File: src/rtl/mio_pkg.sv
// Shared types and constants for the memory-mapped I/O interconnect.
package mio_pkg;

  typedef enum logic [1:0] {
    IDLE = 2'd0,
    WAIT = 2'd1,
    RESP = 2'd2
  } mio_state_e;

  // Internal register window offsets, selected by a[3:2]
  localparam logic [1:0] REG_ERR_CNT  = 2'd0;
  localparam logic [1:0] REG_ERR_ADDR = 2'd1;
  localparam logic [1:0] REG_NCH      = 2'd2;
  localparam logic [1:0] REG_RSVD     = 2'd3;

  localparam int CH_VGA   = 0;
  localparam int CH_KBD   = 1;
  localparam int CH_SEG   = 2;
  localparam int CH_SPARE = 3;

endpackage

File: src/rtl/mio_addr_dec.sv
// Address decoder: channel field, internal-window flag, out-of-range channel error.
// Purely combinational, no latency and no backpressure.
module mio_addr_dec #(
  parameter int NCH     = 4,
  parameter int SEL_LSB = 12,
  parameter int CW      = $clog2(NCH)
) (
  input  logic [31:0]   a,
  output logic [CW-1:0] ch,
  output logic          is_internal,
  output logic          dec_err
);

  logic unused_a;

  assign ch          = a[SEL_LSB +: CW];
  assign is_internal = a[SEL_LSB + CW];
  // Only reachable when NCH is not a power of two
  assign dec_err     = !is_internal && (int'(ch) >= NCH);
  assign unused_a    = ^a;

endmodule

File: src/rtl/mio_bus_ctrl.sv
// Registered CPU-to-peripheral interconnect with req/ack handshake, slave timeout and status window.
// Latency 1 cycle (internal/decode error), 2+ cycles (slave); requests while busy are dropped.
module mio_bus_ctrl
  import mio_pkg::*;
#(
  parameter int NCH     = 4,
  parameter int DW      = 32,
  parameter int SEL_LSB = 12,
  parameter int TIMEOUT = 16,
  parameter int CNT_W   = 16
) (
  input  logic              clk,
  input  logic              rst,
  input  logic              cpu_req,
  input  logic              cpu_we,
  input  logic [31:0]       cpu_a,
  input  logic [DW-1:0]     cpu_wd,
  output logic [DW-1:0]     cpu_rd,
  output logic              cpu_ack,
  output logic              cpu_err,
  output logic              busy,
  output logic [NCH-1:0]    s_sel,
  output logic              s_we,
  output logic [31:0]       s_a,
  output logic [DW-1:0]     s_wd,
  input  logic [NCH*DW-1:0] s_rd,
  input  logic [NCH-1:0]    s_ack
);

  localparam int CW = $clog2(NCH);
  localparam int TW = $clog2(TIMEOUT);
  localparam logic [TW-1:0] TMO_LAST = TW'(TIMEOUT - 1);

  mio_state_e state_q, state_d;

  logic [CW-1:0]    dec_ch, ch_q;
  logic             dec_int, dec_err;
  logic [TW-1:0]    tmo_q;
  logic [CNT_W-1:0] err_cnt;
  logic [31:0]      err_addr;
  logic             err_q;
  logic             accept, slv_ack, tmo_hit, err_inc;
  logic [DW-1:0]    int_rd, slv_rd;

  mio_addr_dec #(
    .NCH     (NCH),
    .SEL_LSB (SEL_LSB),
    .CW      (CW)
  ) u_dec (
    .a           (cpu_a),
    .ch          (dec_ch),
    .is_internal (dec_int),
    .dec_err     (dec_err)
  );

  assign slv_rd  = s_rd[int'(ch_q)*DW +: DW];
  assign busy    = (state_q != IDLE);
  assign cpu_err = cpu_ack & err_q;
  assign err_inc = (accept & dec_err) | tmo_hit;

  always_comb begin
    int_rd = '0;
    case (cpu_a[3:2])
      REG_ERR_CNT:  int_rd = DW'(err_cnt);
      REG_ERR_ADDR: int_rd = DW'(err_addr);
      REG_NCH:      int_rd = DW'(8'(NCH));
      default:      int_rd = '0;
    endcase
  end

  always_ff @(posedge clk) begin
    if (rst) state_q <= IDLE;
    else     state_q <= state_d;
  end

  always_comb begin
    state_d = state_q;
    accept  = 1'b0;
    slv_ack = 1'b0;
    tmo_hit = 1'b0;
    cpu_ack = 1'b0;
    case (state_q)
      IDLE: begin
        if (cpu_req) begin
          accept  = 1'b1;
          state_d = (dec_int || dec_err) ? RESP : WAIT;
        end
      end
      WAIT: begin
        // A slave ack in the final counted cycle beats the timeout
        slv_ack = s_ack[ch_q];
        tmo_hit = !s_ack[ch_q] && (tmo_q == TMO_LAST);
        if (slv_ack || tmo_hit) state_d = RESP;
      end
      RESP: begin
        cpu_ack = 1'b1;
        state_d = IDLE;
      end
      default: state_d = IDLE;
    endcase
  end

  always_ff @(posedge clk) begin
    if (rst) begin
      s_sel  <= '0;
      s_we   <= 1'b0;
      s_a    <= '0;
      s_wd   <= '0;
      cpu_rd <= '0;
      ch_q   <= '0;
      tmo_q  <= '0;
      err_q  <= 1'b0;
    end else if (accept) begin
      s_we  <= cpu_we;
      s_a   <= cpu_a;
      s_wd  <= cpu_wd;
      ch_q  <= dec_ch;
      tmo_q <= '0;
      err_q <= dec_err;
      if (dec_int) begin
        if (!cpu_we) cpu_rd <= int_rd;
      end else if (dec_err) begin
        cpu_rd <= '0;
      end else begin
        s_sel <= {{(NCH-1){1'b0}}, 1'b1} << dec_ch;
      end
    end else if (slv_ack) begin
      s_sel <= '0;
      if (!s_we) cpu_rd <= slv_rd;
    end else if (tmo_hit) begin
      s_sel  <= '0;
      err_q  <= 1'b1;
      cpu_rd <= '0;
    end else if (state_q == WAIT) begin
      tmo_q <= tmo_q + 1'b1;
    end
  end

  always_ff @(posedge clk) begin
    if (rst) begin
      err_cnt  <= '0;
      err_addr <= '0;
    end else if (err_inc) begin
      if (!(&err_cnt)) err_cnt <= err_cnt + 1'b1;
      err_addr <= tmo_hit ? s_a : cpu_a;
    end else if (accept && dec_int && cpu_we && (cpu_a[3:2] == REG_ERR_CNT)) begin
      err_cnt <= '0;
    end
  end

endmodule

File: config.mk
export PLATFORM = sky130hd
export DESIGN_NAME = mio_bus_ctrl
export DESIGN_NICKNAME = d
export VERILOG_FILES = /design/src/rtl/mio_pkg.sv /design/src/rtl/mio_addr_dec.sv /design/src/rtl/mio_bus_ctrl.sv
export SDC_FILE = /design/constraint.sdc
export NUM_CORES = 1
export LEC_CHECK = 0
export ABC_AREA = 1
export CAP_MARGIN = 20
export CORE_MARGIN = 3
export CORE_UTILIZATION = 46
export CTS_BUF_LIST = sky130_fd_sc_hd__clkbuf_2
export DETAILED_ROUTE_END_ITERATION = 12
export GPL_ROUTABILITY_DRIVEN = 0
export PLACE_DENSITY = 0.83
export SYNTH_ARGS = -nofsm -noshare
export SYNTH_HDL_FRONTEND = slang
export SYNTH_HIERARCHICAL = 1
export SYNTH_SLANG_ARGS = --single-unit
File: constraint.sdc
create_clock -name clk -period 2.1 [get_ports clk]
set_input_delay 0.21 -clock clk [delete_from_list [all_inputs] [get_ports clk]]
set_output_delay 0.21 -clock clk [all_outputs]
set_load 0.1 [all_outputs]
==> results.txt <==
----------------------------------------------------
[Run status]
  Run status ... finished, final reports clean

[Logic synthesis]
  Number of storage elements in the synthesis netlist ... 158
  Proportion of synthesized flip-flops having asynchronous set or reset ... 0%
  Cell Area, Synth ... 8110 um2
  Net count of the mapped netlist ... 1447
  Number of library cell types mapped by synthesis ... 37
  Most used DFF post-synth ... sky130_fd_sc_hd__dfxtp_1
  Warnings from Yosys ... 6
  Average size of a mapped cell ... around 6.5 um2
  EDFF count, synth ... 0
  Synth Instances ... 1245
  Post-synthesis sequential area ratio ... between 30 and 40%

[Critical path]
  Slowest cell on the critical path ... sky130_fd_sc_hd__dfxtp_1
  Reg2Reg Capture Point ... err_cnt[10]
  Type of destination of the critical path ... output pin
  Cell depth of the worst flop-to-flop path ... 10
  Endpoint arrival time on the critical path ... 1.73 ns
  Critical path peak fanout ... 3
  Launching point of the worst reg2reg path ... err_cnt[1]
  CP Launch Type ... flip-flop
  Worst path cell trace ... inv_1, nor3_2, buf_6
  Category of the critical setup timing path ... reg2out
  Internal reg-to-reg setup slack ... around 0.21 ns
  Required arrival time at the worst endpoint ... around 1.9 ns
  Max stage delay on crit path ... 0.47 ns

[Place]
  Number of cells in the design after placement ... between 1500 and 2000
  Placed Area ... around 11000 um2
  Placed wire-length estimate ... approximately 21000 um
  Buffers on Ports ... around 300
  Worst setup slack before clock tree synthesis ... 0.130 ns

[Clock network]
  Register clock-pin slew on the reported worst setup and hold paths ... 0.22 ns
  Clock latency on the worst-skew pair ... between 0.7 and 0.8 ns
  Number of buffers created by CTS ... 17
  Post-CTS setup buffers ... 0
  Root buffer cell ... sky130_fd_sc_hd__clkbuf_2
  Buffers from clock root to sink, at most ... 2
  TritonCTS clock tree ... yes
  TritonCTS sink count ... between 150 and 200
  H-tree levels ... 4

[Run]
  Number of max-capacitance violations reported ... 0

[STA]
  Worst slew margin relative to its limit ... 60.4%
  Tightest hold margin ... 0.0554 ns
  Final setup violation count ... 0
  Min Clock Period, post-route ... 1.94 ns
  Peak Freq ... approximately 0.52 GHz
  Setup Total Neg Slack ... 0 ns
  Setup repair after global routing missed its margin ... no
  Final setup slack of the worst path ... 0.163 ns
  Number of hold violations in the final report ... 0
  Worst clock skew ... 0.0253 ns
  Max-slew violation total from the final report ... 0
  Final period utilization ... 92.2%
  Pin slew with the least headroom to its limit ... 0.594 ns

[Final layout]
  Post-layout utilization of the core ... 67.4%
  Area Overhead vs Synth ... 40.9%
  Most common cell after layout, fill and taps aside ... sky130_fd_sc_hd__nor2_1
  Net count of the finished layout ... around 1700
  Final design area excluding fillers ... ~11000 um2
  Share of post-route cells with drive strength above 1 ... 13.3%
  Final Non-Filler Cells ... 1756
  Number of filler instances in the final layout ... approximately 1500
  Commonest non-fill, non-tap cells in the layout ... 347 x sky130_fd_sc_hd__nor2_1, 199 x sky130_fd_sc_hd__clkdlybuf4s50_1, 180 x sky130_fd_sc_hd__nand2_1, 157 x sky130_fd_sc_hd__dfxtp_1, 131 x sky130_fd_sc_hd__buf_4

[Global route]
  First-pass GRT wire length ... 44200 um
  Number of antenna violations at the first check in global routing ... 1
  Maximum number of pins on one net before global-route repair ... 76
  Vias in the first global route ... 8333
  Total Routing Usage GR ... 27.9%
  Total congestion overflow after global routing ... 0

[Routing]
  Average wire per standard cell ... roughly 16 um
  Number of vias in the routed layout ... roughly 9000
  Antenna Violating Nets Remaining ... 0
  DRC viols ... 0
  Initial DRT Pass Iterations ... 5
  Starting DRT DRC Count ... 728
  Post-detailed-route via-to-cell ratio ... 5.21
  Post-Route WL ... 28200 um

[Die]
  Die outline width ... 139 um
  Core ar. ... 16900 um2
  Initial core utilization ... 47.9%
  Die Ht ... 139 um
  Floorplan die area ... 19300 um2
  Number of standard-cell rows in the floorplan ... 47
  I/O pin cnt ... 304

[Power]
  Switching share of power ... 41.2%
  Total power ... 8.25 mW
  Share of total power in combinational logic ... 37.5%
  Portion of total power attributed to the clock network ... 21.5%
  Share of power burned in registers ... 41.0%
  P per Cell Area ... 722 nW/um2
  Static Leak ... 4.91 nW
  Max VDD drop ... 0.000605 V
  Switching power ... 3.40 mW
  Cell internal pwr ... just under 5 mW

[Min path]
  Hold wc startpoint ... cpu_wd[28]
  Hold/Removal Path Class ... in2reg
  Cell depth of the worst min-delay path ... 3
  Worst-case hold path end point ... s_wd[28]

----------------------------------------------------
final cells by class:
class | instances | area [um2] | share of cell area [%]
diodes | 1 | 2.50 | 0.0219
clock buffers | 22 | 110 | 0.964
clock inverters | 10 | 138 | 1.21
inverters | 81 | 310 | 2.72
multi-input cells | 920 | 4220 | 37.0
flip-flops and latches | 158 | 3160 | 27.7
well taps | 220 | 275 | 2.41
repair buffers | 344 | 3200 | 28.0
per-layer routing:
| layer | routed length (um) | track usage (%) |
|---|---|---|
| met5 | 0 | 0 |
| met4 | 624 | 7.62 |
| met3 | 2730 | 7.90 |
| met2 | 12600 | 44.6 |
| met1 | 12200 | 37.3 |
registers in the layout (all words and copies together) (netlist names):
signal / count
state_q: 2
err_q: 1
s_we: 1
s_wd: 32
err_cnt: 16
s_a: 32
err_addr: 32
tmo_q: 4
s_sel: 4
cpu_rd: 32
ch_q: 2
cell families after synthesis:
family,share of synthesized area [%]
simple gates,33.8
compound gates,17.1
buf+inv,9.03
flops,39.0
xor+xnor,0.648
fa+ha+maj,0.309
other cells,0.0463
how the worst max path moves through the flow:
stage          startpoint           to  slack (ns)  depth (start not counted)
6_report       state_q[1]      cpu_err        0.16                          3
5_1_grt        state_q[1]      cpu_err       0.008                          3
4_1_cts        state_q[1]      cpu_err        0.06                          3
3_5_place_dp     cpu_a[3]  err_cnt[15]        0.13                         10
3_3_place_gp     cpu_a[3]  err_cnt[15]        0.12                         10
2_1_floorplan        s_we   cpu_rd[14]        0.13                          8
Yosys cell counts, types with 5 or more instances:
cell | instances | area (um2)
sky130_fd_sc_hd__dfxtp_1 | 158 | 3160
sky130_fd_sc_hd__buf_2 | 17 | 85.1
sky130_fd_sc_hd__nand3_1 | 81 | 405
sky130_fd_sc_hd__a21oi_1 | 67 | 335
sky130_fd_sc_hd__nand2_1 | 180 | 676
sky130_fd_sc_hd__nand2_2 | 5 | 31.3
sky130_fd_sc_hd__o21ai_0 | 127 | 636
sky130_fd_sc_hd__a211oi_1 | 15 | 113
sky130_fd_sc_hd__inv_1 | 75 | 282
sky130_fd_sc_hd__nor2_1 | 347 | 1300
sky130_fd_sc_hd__nand4_1 | 10 | 62.6
sky130_fd_sc_hd__buf_1 | 10 | 37.5
sky130_fd_sc_hd__nor3_1 | 18 | 90.1
sky130_fd_sc_hd__clkbuf_1 | 45 | 169
sky130_fd_sc_hd__buf_6 | 7 | 78.8
sky130_fd_sc_hd__nand3_2 | 5 | 50.1
sky130_fd_sc_hd__buf_4 | 7 | 52.6
sky130_fd_sc_hd__o211ai_1 | 29 | 218
sky130_fd_sc_hd__a31oi_1 | 5 | 31.3
power by group through the flow:
stage,sequential (mW),combinational (mW),clock (mW)
floorplan,4.69,0.863,0
global placement,3.43,3.04,0
detailed placement,3.44,3.07,0
CTS,3.38,3.08,1.80
global route,3.41,3.28,1.92
finish,3.38,3.09,1.77
critical path: cells and delay by family (launching register included):
kind	cells	cell delay (ns)
DFF	1	0.47
buffers and inverters	2	0.36
and+or+nand+nor	1	0.16
timing repair:
action	in CTS	in global routing
hold buffers	4	1
hold endpoints to repair	4	1
gates resized for setup	0	2
setup endpoints to repair	0	2
Power figures use the tool's default switching activity.
==> RTL edit, RTL diff (same flow settings) <==
The parameter `TIMEOUT` goes from 16 to 64.
--- a/src/rtl/mio_bus_ctrl.sv
+++ b/src/rtl/mio_bus_ctrl.sv
@@ -7,5 +7,5 @@
   parameter int DW      = 32,
   parameter int SEL_LSB = 12,
-  parameter int TIMEOUT = 16,
+  parameter int TIMEOUT = 64,
   parameter int CNT_W   = 16
 ) (
Check against the original RTL: same outputs for any inputs over 4 cycles, from zero or initial values and one cycle with rst high; that may be too few to reach the edited logic, so the function may still have changed.
==> RTL edit against the unedited design <==
Synthesized cell count is 1.7% higher. Die area increased by 1.6%. Routed wire length is 0.34% higher. Synthesized area rose by 1.7%. Global-route usage fell by 0.58 points. Via count up 0.25%. Setup slack worse by 0.012 ns. Cell area grew 0.66%. Sequential cell count rose by 2. Total power decreased by 0.40%. First-iteration DRC count down 14%. Critical path type unchanged.
==> RTL edit: results (changes against the unedited design) <==
<table>
<tr><th>Metric</th><th>Value</th></tr>
<tr><th colspan="2">Finish</th></tr>
<tr><td>Multi-input combinational cell count</td><td>933 (+1.4%)</td></tr>
<tr><td>Non-Clock Buffer Area Fraction</td><td>0.273 (-0.00694)</td></tr>
<tr><td>Antenna cells</td><td>2 (+1)</td></tr>
<tr><td>Clock buffers and inverters, area share</td><td>0.0213 (-0.000359)</td></tr>
<tr><td>Share of the final layout cell area in multi-input gates</td><td>0.373 (+0.00325)</td></tr>
<tr><td>Number of clock buffers in the layout</td><td>21 (-4.5%)</td></tr>
<tr><td>Fraction of final layout cells with drive strength greater than 1</td><td>0.134 (+0.000649)</td></tr>
<tr><td>FF+latch area</td><td>0.00321 mm² (+1.3%)</td></tr>
<tr><td>Nets</td><td>1739 (+0.87%)</td></tr>
<tr><td>Non-CTS inverters</td><td>87 (+7.4%)</td></tr>
<tr><td>Plain + repair buffers</td><td>338 (-1.7%)</td></tr>
<tr><th colspan="2">Logic synthesis</th></tr>
<tr><td>List of most frequent post-synthesis cells</td><td>nor2_1, nand2_1, dfxtp_1, o21ai_0, inv_1</td></tr>
<tr><td>Sequential share of the synthesized area</td><td>0.389 (-0.00148)</td></tr>
<tr><td>Area contributors post-synth</td><td>dfxtp_1, nor2_1, nand2_1, o21ai_0, nand3_1</td></tr>
<tr><td>Number of distinct library cell variants in the gate-level netlist after synthesis</td><td>38 (+2.7%)</td></tr>
<tr><th colspan="2">GRT</th></tr>
<tr><td>Global-route met3 utilization</td><td>0.0876 (+0.00866)</td></tr>
<tr><td>Global routing met2 resource utilization</td><td>0.425 (-0.0204)</td></tr>
<tr><td>Overall fraction of global-route tracks in use</td><td>0.273 (-0.00576)</td></tr>
<tr><td>Via count of the first global-routing pass</td><td>8372 (+0.47%)</td></tr>
<tr><td>Antenna violations before repair</td><td>3 (+2)</td></tr>
<tr><td>Global-route track usage on met1</td><td>0.359 (-0.0140)</td></tr>
<tr><td>Global-route wire length before repair</td><td>43.6 mm (-1.4%)</td></tr>
<tr><th colspan="2">Route</th></tr>
<tr><td>Routed Wire Length</td><td>28.3 mm (+0.34%)</td></tr>
<tr><td>Top routing layer used</td><td>met5</td></tr>
<tr><td>Total number of vias</td><td>9179 (+0.25%)</td></tr>
<tr><td>Routed length on met3</td><td>2.84 mm (+4.2%)</td></tr>
<tr><th colspan="2">Pwr</th></tr>
<tr><td>Peak VDD IR</td><td>0.530 mV (-12%)</td></tr>
<tr><td>Pleak</td><td>4.88 nW (-0.73%)</td></tr>
<tr><th colspan="2">Timing</th></tr>
<tr><td>Rel. slew slack</td><td>0.575 (-0.0289)</td></tr>
<tr><td>Final setup skew</td><td>0.0317 ns (+0.00637 ns)</td></tr>
<tr><th colspan="2">Status</th></tr>
<tr><td>Run status</td><td>complete, no violations</td></tr>
<tr><th colspan="2">Clock network</th></tr>
<tr><td>Number of sinks handled by clock tree synthesis</td><td>160 (+1.3%)</td></tr>
</table>
RTL edit: changes by cell type in the layout (fill, tap and decap cells not counted), sizes merged, moves of 2 or more:
| cell | change |
|---|---|
| inv | +4 |
| dlygate4sd3 | -4 |
| nand2 | +9 |
| xor2 | -2 |
| buf | -2 |
| clkinvlp | +2 |
| dfxtp | +2 |
| o21ai | +4 |
| nor2 | +5 |
RTL edit: final timing paths:
path / cells after the start / startpoint / end / slack (ns)
max: 3 / state_q[1]$_SDFFE_PP0P_ / cpu_ack / 0.15
min: 3 / cpu_wd[0] / s_wd[0]$_SDFFE_PP0P_ / 0.05
max reg2reg: 9 / tmo_q[0]$_SDFFE_PP0P_ / s_sel[2]$_SDFFE_PP0P_ / 0.22
min reg2reg: 2 / s_sel[0]$_SDFFE_PP0P_ / s_sel[0]$_SDFFE_PP0P_ / 0.48
RTL edit: what timing repair did:
item                       in CTS  in global routing
setup endpoints to repair       0                  6
hold endpoints to repair        0                  1
resized for setup               0                  0
hold buffers                    0                  1
setup buffers                   0                  1
RTL edit: cells by family (layout without fill, tap and decap cells):
logic type	after synthesis	in the layout	share of synthesized area
XOR/XNOR	3	3	0.00319
flip-flops	160	160	0.389
AO/OA/AOI/OAI	256	256	0.174
AND/OR/NAND/NOR	671	671	0.338
buffers and inverters	173	457	0.0917
other	1	3	0.000455
adder cells (fa/ha/maj)	2	2	0.00304
RTL edit: per-stage QoR:
step | power [mW] | instance area [µm²] | util | instances
finish | 8.22 | 11500 | 0.660 | 1777
detailed placement | 6.50 | 11200 | 0.644 | 1741
global route | 8.58 | 11500 | 0.660 | 1777
floorplan | 5.56 | 8250 | - | 1266
global placement | 6.47 | 11200 | 0.644 | 1741
CTS | 8.23 | 11500 | 0.658 | 1773
